File: src/rtl/audio_pwm_sink.sv
// rtl/audio_pwm_sink.sv - buffered audio sample sink driving a PWM output
module audio_pwm_sink #(
  parameter int PWM_BITS   = 8,
  parameter int FIFO_DEPTH = 4
) (
  input  logic                          CLK,
  input  logic                          RST_N,
  input  logic                          en,
  input  logic [15:0]                   s_data,
  input  logic                          s_valid,
  output logic                          s_ready,
  output logic [$clog2(FIFO_DEPTH):0]   level,
  output logic                          pwm_out,
  output logic                          underrun
);

  localparam int AW = $clog2(FIFO_DEPTH);
  localparam int LW = AW + 1;
  localparam logic [PWM_BITS-1:0] CNT_MAX  = '1;
  localparam logic [PWM_BITS-1:0] MSB_FLIP = {1'b1, {(PWM_BITS-1){1'b0}}};

  typedef enum logic {IDLE, RUN} state_t;

  state_t                state_q, state_d;
  logic [PWM_BITS-1:0]   cnt_q, cnt_d;
  logic [PWM_BITS-1:0]   duty_q, duty_d;
  logic                  pwm_q, pwm_d;
  logic [LW-1:0]         level_q, level_d;
  logic [AW-1:0]         wr_ptr_q, wr_ptr_d;
  logic [AW-1:0]         rd_ptr_q, rd_ptr_d;
  logic [15:0]           mem_q [FIFO_DEPTH];
  logic [15:0]           mem_d [FIFO_DEPTH];

  logic                  push;
  logic                  pop;
  logic                  underrun_c;
  logic [15:0]           head;
  logic [PWM_BITS-1:0]   head_duty;

  // Ready only looks at the registered level, so a full FIFO never takes a word even if a pop happens this cycle.
  assign s_ready   = (level_q != LW'(FIFO_DEPTH));
  assign push      = s_valid && s_ready;
  assign head      = mem_q[rd_ptr_q];
  // Offset-binary conversion: the sample's top bits with the sign bit inverted.
  assign head_duty = head[15 -: PWM_BITS] ^ MSB_FLIP;

  assign level    = level_q;
  assign pwm_out  = pwm_q;
  assign underrun = underrun_c;

  // Playback FSM: PWM counter, duty reload at period end, underrun detect and registered PWM compare.
  always_comb begin
    state_d    = state_q;
    cnt_d      = cnt_q;
    duty_d     = duty_q;
    pwm_d      = 1'b0;
    pop        = 1'b0;
    underrun_c = 1'b0;
    case (state_q)
      IDLE: begin
        cnt_d = CNT_MAX;
        if (en && (level_q >= LW'(2))) begin
          state_d = RUN;
        end
      end
      RUN: begin
        if (!en) begin
          // Disable wins over a period-end load in the same cycle.
          state_d = IDLE;
          cnt_d   = CNT_MAX;
        end else begin
          cnt_d = cnt_q + PWM_BITS'(1);
          pwm_d = (cnt_q < duty_q);
          if (cnt_q == CNT_MAX) begin
            if (level_q != '0) begin
              pop    = 1'b1;
              duty_d = head_duty;
            end else begin
              underrun_c = 1'b1;
            end
          end
        end
      end
      default: begin
        state_d = IDLE;
        cnt_d   = CNT_MAX;
      end
    endcase
  end

  // FIFO bookkeeping: write at wr_ptr, read at rd_ptr, level tracks push/pop (both cancel).
  always_comb begin
    mem_d    = mem_q;
    wr_ptr_d = wr_ptr_q;
    rd_ptr_d = rd_ptr_q;
    level_d  = level_q;
    if (push) begin
      mem_d[wr_ptr_q] = s_data;
      wr_ptr_d        = wr_ptr_q + AW'(1);
    end
    if (pop) begin
      rd_ptr_d = rd_ptr_q + AW'(1);
    end
    case ({push, pop})
      2'b10:   level_d = level_q + LW'(1);
      2'b01:   level_d = level_q - LW'(1);
      default: level_d = level_q;
    endcase
  end

  // State registers; reset discards any buffered samples immediately.
  always_ff @(posedge CLK or negedge RST_N) begin
    if (!RST_N) begin
      state_q  <= IDLE;
      cnt_q    <= CNT_MAX;
      duty_q   <= '0;
      pwm_q    <= 1'b0;
      level_q  <= '0;
      wr_ptr_q <= '0;
      rd_ptr_q <= '0;
      for (int i = 0; i < FIFO_DEPTH; i++) begin
        mem_q[i] <= '0;
      end
    end else begin
      state_q  <= state_d;
      cnt_q    <= cnt_d;
      duty_q   <= duty_d;
      pwm_q    <= pwm_d;
      level_q  <= level_d;
      wr_ptr_q <= wr_ptr_d;
      rd_ptr_q <= rd_ptr_d;
      for (int i = 0; i < FIFO_DEPTH; i++) begin
        mem_q[i] <= mem_d[i];
      end
    end
  end

endmodule

File: config.mk
export PLATFORM = sky130hd
export DESIGN_NAME = audio_pwm_sink
export DESIGN_NICKNAME = d
export VERILOG_FILES = /design/src/rtl/audio_pwm_sink.sv
export SDC_FILE = /design/constraint.sdc
export NUM_CORES = 1
export LEC_CHECK = 0
export BUFFER_PORTS_ARGS = -buffer_cell sky130_fd_sc_hd__buf_2
export CAP_MARGIN = 0
export CORE_ASPECT_RATIO = 2
export CORE_MARGIN = 5
export CORE_UTILIZATION = 58
export DETAILED_ROUTE_END_ITERATION = 12
export PLACE_DENSITY = 0.81
export SYNTH_ARGS = -nofsm -noshare
export SYNTH_HDL_FRONTEND = slang
export SYNTH_SLANG_ARGS = --single-unit
File: constraint.sdc
create_clock -name CLK -period 2.7 [get_ports CLK]
set_input_delay 0.27 -clock CLK [delete_from_list [all_inputs] [get_ports CLK]]
set_output_delay 0.27 -clock CLK [all_outputs]
set_load 0.05 [all_outputs]
# Word level (Yosys, flattened, before mapping)
# Index checks and enable logic that the tools add are counted.
dict set report op_classes {
  n_addsub 5
  mul 0
  div_mod_pow 0
  n_lt_le_gt_ge 5
  eq_ne 4
  shift 0
  muxes 22
  n_bitwise 4
  reduce_logical 6
}
# cell count
set ops {}
lappend ops {{$bwmux 64} 1}
lappend ops {{$mux 16} 3}
lappend ops {{$bmux 16 s2} 1}
lappend ops {{$demux 16 s2} 1}
lappend ops {{$pmux 8 s2} 1}
lappend ops {{$mux 1} 12}
lappend ops {{$add 8x1->8 const B} 1}
lappend ops {{$eq 8x8->1 const B} 1}
lappend ops {{$lt 8x8->1} 1}
lappend ops {{$mux 8} 1}
lappend ops {{$ge 3x3->1 const B} 2}
lappend ops {{$not 2->3} 2}
lappend ops {{$pmux 3 s2} 1}
lappend ops {{$add 2x1->2 const B} 2}
lappend ops {{$reduce_and 4->1} 1}
lappend ops {{$add 3x1->3 const B} 1}
lappend ops {{$ge 3x2->1 const B} 1}
lappend ops {{$logic_and 1x1->1} 3}
lappend ops {{$lt 3x1->1 const B} 1}
lappend ops {{$ne 3x3->1 const B} 1}
lappend ops {{$reduce_bool 3->1} 1}
lappend ops {{$sub 3x1->3 const B} 1}
lappend ops {{$eq 2x1->1 const B} 1}
lappend ops {{$eq 2x2->1 const B} 1}
lappend ops {{3 further kinds} 4}
dict set report totals {
  register_bits 89
  latchBits 0
  ramBits 0
  romBits 0
  inputBits 20
  mem_count 0
}

# Logic depth before layout (Yosys ltp)
dict set report logic_depth {
  depth_word 7
  ltp_mapped 9
  mapped_depth_nobuf 9
}

# Worst setup path before layout
# OpenSTA, ideal clock, no wires.
dict set report synth_timing {
  path_type {register to register}
  start {register level_q[2] (netlist: level[2])}
  end {register level_q[2] (netlist: level[2])}
  setup_time_ps 82
  t_arrival_ps 2531
  slack_ps 87
  path_stages_with_launch 10
  n_path_buf 1
  path_cell_list {dfrtp_1 > or3b_2 > buf_2 > nand2_1 > ha_1 > inv_1 > fa_1 > xor2_1 > nor2_1 > xor2_1}
}
# element line
set synth_rtl {}
lappend synth_rtl {{start, declared} 28} ;# logic [LW-1:0] level_q, level_d;
lappend synth_rtl {{start signal, assigned} 129} ;# level_q <= level_d;
lappend synth_rtl {{$ne 3x3->1 *} 41} ;# assign s_ready = (level_q != LW'(FIFO_DEPTH));
lappend synth_rtl {{net s_ready} 11} ;# output logic s_ready,
lappend synth_rtl {{$logic_and 1x1->1 *} 42} ;# assign push = s_valid && s_ready;
lappend synth_rtl {{$eq 2x1->1 / $eq 2x2->1 (equally long branches)} 104} ;# case ({push, pop})
lappend synth_rtl {{$pmux 3 s2 / $reduce_bool 2->1 (equally long branches)} n/a}
# The timed path passes the listed nets; every way through them passes the cells marked *.
# A chain may end at the register's enable or synchronous reset.

# Worst setup path in the final report
dict set report layout_timing {
  start {register cnt_q[0]}
  end {register level_q[2] (netlist: level[2])}
}
dict set report layout_between {
  elab_chain_cells 6
}
# element line
set layout_rtl {}
lappend layout_rtl {{start, declared} 25} ;# logic [PWM_BITS-1:0] cnt_q, cnt_d;
lappend layout_rtl {{start signal, assigned} 126} ;# cnt_q <= cnt_d;
lappend layout_rtl {{$eq 8x8->1 *} 74} ;# if (cnt_q == CNT_MAX) begin
lappend layout_rtl {{$mux 1 *} 74}
lappend layout_rtl {{$mux 1 *} 67} ;# if (!en) begin
lappend layout_rtl {{$mux 1 *} 59} ;# case (state_q)
lappend layout_rtl {{net pop} 35} ;# logic pop;
lappend layout_rtl {{$eq 2x1->1 / $eq 2x2->1 (equally long branches)} 104}
lappend layout_rtl {{$pmux 3 s2 / $reduce_bool 2->1 (equally long branches)} n/a}
# Marks and branches as above.

==> results.sh <==
export IMPL_critical_path_peak_fanout=5
export IMPL_postSynthRegisterBits=57
export IMPL_slew_viol_final=0
export IMPL_areaGrowthSynthToFinish_pct=12.4
export IMPL_timing_max_cap_violations=0
export IMPL_cts_inserted_buffers=9
export IMPL_initial_utilization_pct=59.2
export IMPL_yosysWarnings=0
export IMPL_cts_tree="done"
export IMPL_num_vias=1570
export IMPL_totalPowerFinal_mw=3.67
export IMPL_worst_clk_skew_ns=0.00551
export IMPL_grt_first_pass_wirelength_mm=8.27
export IMPL_required_time_of_the_critical_path_ns=2.95
export IMPL_power_leakage_nw=1.37
export IMPL_yosysUniqueCellTypes=35
export IMPL_rsz0062_at_grt="false"
export IMPL_setup_tns_final_ns=0
export IMPL_run_status="finished clean"
export IMPL_grt_overflow=0
export IMPL_worst_setup_path_class="flop to flop"
export IMPL_synth_cell_area_sq_mm=0.00272
export IMPL_insertion_delay_ns=0.32
export IMPL_final_ant_viol_nets=0
export IMPL_row_count=35
export IMPL_finalCritPeriodShare_pct=90.2
export IMPL_drive_gt1_share_pct=43.8
export IMPL_antenna_found_initial=0
export IMPL_final_nets=254
export IMPL_clock_root_buffer="clkbuf_8"
export IMPL_die_area_sq_mm=0.00624
export IMPL_synth_yosys_seq_area_share_pct=52.8
export IMPL_fp_dieW_um=58.4
export IMPL_mean_syn_cell_area_sq_um=14.0
export IMPL_synth_nets=228
export IMPL_grt_pass1_vias=1776
export IMPL_port_buffers=17
export IMPL_globalRouteTotalUtil_pct=17.6
export IMPL_number_of_clock_sinks=57
export IMPL_cp_arrival_ns=2.68
export IMPL_detail_route_iter0_violations=26
export IMPL_detail_route_first_pass_iterations=5
export IMPL_cts_max_path_buffers=2
export IMPL_critPathLaunchType="flop"
export IMPL_finalHoldViolCount=0
export IMPL_h_tree_depth=3
export IMPL_fin_crit_ns=2.44
export IMPL_core_area_sq_mm=0.00460
export IMPL_antenna_diode_count=0
export IMPL_globalplace_congestion=0.736
export IMPL_achievable_clock_frequency_ghz=0.411
export IMPL_routed_via_density=5.63
export IMPL_worstSetupEndpointType="flop"
export IMPL_cts_reportedPaths_clkPinSlew_ns=0.06
export IMPL_setup_violations=0
export IMPL_reg2reg_slack_ns=0.26
export IMPL_io_pins=26
export IMPL_power_per_cell_area_mw_per_mm2=1200
export IMPL_post_synth_inst_count=194
export IMPL_drcViolationCount=0
export IMPL_peakVddDrop_mv=0.784
export IMPL_hold_class="input port to flop"
export IMPL_tightestPinTransition_ns=0.731
export IMPL_slew_limit_headroom_pct=50.9
export IMPL_dp_hpwl_mm=3.52
export IMPL_grt_start_max_net_pins=31
export IMPL_routedWlPerCell_um=17.0
export IMPL_route_final_wire_length_mm=4.75
export IMPL_die_height_um=107
-- kinds of logic (layout without fill, tap and decap cells) --
family | count (synthesis) | in the layout | share of synthesized area (%)
buf+inv | 19 | 49 | 2.76
simple gates | 33 | 33 | 8.23
xor+xnor | 8 | 8 | 2.58
compound gates | 14 | 14 | 3.36
flops | 57 | 57 | 52.8
mux | 49 | 49 | 23.6
fa+ha+maj | 14 | 14 | 6.72
-- registers in the layout (all words and copies together) (netlist names) --
register,flops
mem_q,32
cnt_q,8
duty_q,8
level,3
rd_ptr_q,2
wr_ptr_q,2
pwm_out,1
state_q,1
-- placed cells by master (no fill, tap or decap), drive strengths merged, types with 2 or more instances in the layout --
cell	instances
buf	19
nand2b	2
xnor2	4
mux2	40
nor2	3
a21oi	2
mux4	8
ha	13
nand4	3
o31a	2
clkbuf	13
nor4	3
a31oi	2
o21ai	5
nand3	8
dfrtp	49
nor3	2
xor2	4
inv	14
dfstp	8
nand2	6
-- per-stage QoR --
step	std cells	hold WS (ns)	util, %	worst slack [ns]	area [sq um]
3_5_place_dp	263	0.332	62.3	0.227	2870
2_1_floorplan	194	-0.0256	-	0.0868	2720
5_1_grt	279	0.211	66.5	0.0760	3060
3_3_place_gp	263	0.334	62.3	0.301	2870
4_1_cts	279	0.184	66.5	0.213	3060
6_report	279	0.213	66.5	0.265	3060
-- final timing paths --
| kind | endpoint | start | cells past startpoint |
|---|---|---|---|
| worst min-delay path | state_q | en | 2 |
| worst min register to register | cnt_q[0] | cnt_q[0] | 1 |
| worst max-delay path | level[2] | cnt_q[0] | 9 |
| max in group asynchronous | cnt_q[0] | RST_N | 3 |
| min in group asynchronous | state_q | RST_N | 2 |
| worst max register to register | level[2] | cnt_q[0] | 9 |
-- report_power, final --
group	switching (mW)	internal (mW)
clock network	0.310	0.402
registers	0.318	1.27
logic	0.627	0.743
-- synth_stat cells (all sizes together) --
| cell | instances | area share, % |
|---|---|---|
| a2111oi | 1 | 0.32 |
| a21oi | 2 | 0.37 |
| a31oi | 2 | 0.46 |
| and2 | 1 | 0.23 |
| and3 | 1 | 0.28 |
| and4 | 1 | 0.32 |
| buf | 4 | 0.69 |
| clkbuf | 1 | 0.14 |
| dfrtp | 49 | 45 |
| dfstp | 8 | 7.7 |
| fa | 1 | 0.74 |
| ha | 13 | 6.0 |
| inv | 14 | 1.9 |
| mux2 | 40 | 17 |
| mux2i | 1 | 0.37 |
| mux4 | 8 | 6.6 |
| nand2 | 6 | 0.83 |
| nand2b | 2 | 0.46 |
| nand3 | 8 | 2.6 |
| nand3b | 1 | 0.28 |
| nand4 | 3 | 0.69 |
| nor2 | 3 | 0.41 |
| nor3 | 2 | 0.37 |
| nor4 | 3 | 1.2 |
| o211a | 1 | 0.37 |
| o21a | 1 | 0.28 |
| o21ai | 5 | 0.92 |
| o31a | 2 | 0.64 |
| or3 | 1 | 0.23 |
| or3b | 1 | 0.32 |
| xnor2 | 4 | 1.3 |
| xor2 | 4 | 1.3 |
-- routing by layer --
| layer | wire length, um | track usage, % | up-vias |
|---|---|---|---|
| met5 | 0 | 0 | - |
| met4 | 48 | 7.63 | 0 |
| met3 | 142 | 4.10 | 5 |
| met2 | 2680 | 29.4 | 23 |
| met1 | 1890 | 21.0 | 797 |
| li1 | - | - | 745 |
-- what timing repair did --
action / in CTS / in global routing
setup buffers: 0 / 0
endpoints found under the hold margin: 24 / 0
hold buffers: 1 / 0
resized for setup: 0 / 0
-- layout make-up --
class / instances / area (sq um)
clock inverters: 2 / 12.5
flip-flops and latches: 57 / 1440
clock buffers: 13 / 169
fillers: 354 / 1540
inverters: 14 / 52.6
repair buffers: 20 / 110
well taps: 55 / 68.8
multi-input cells: 118 / 1210
-- critical path, cell delays in order, from the launching register on --
cell     delay, ns
dfstp_2       0.57
ha_1          0.22
nand3_2       0.16
nor4_1        0.35
ha_1          0.24
inv_1         0.06
fa_1          0.37
xor2_1        0.15
nor2_1        0.11
xor2_1        0.14
Power figures use the tool's default switching activity.
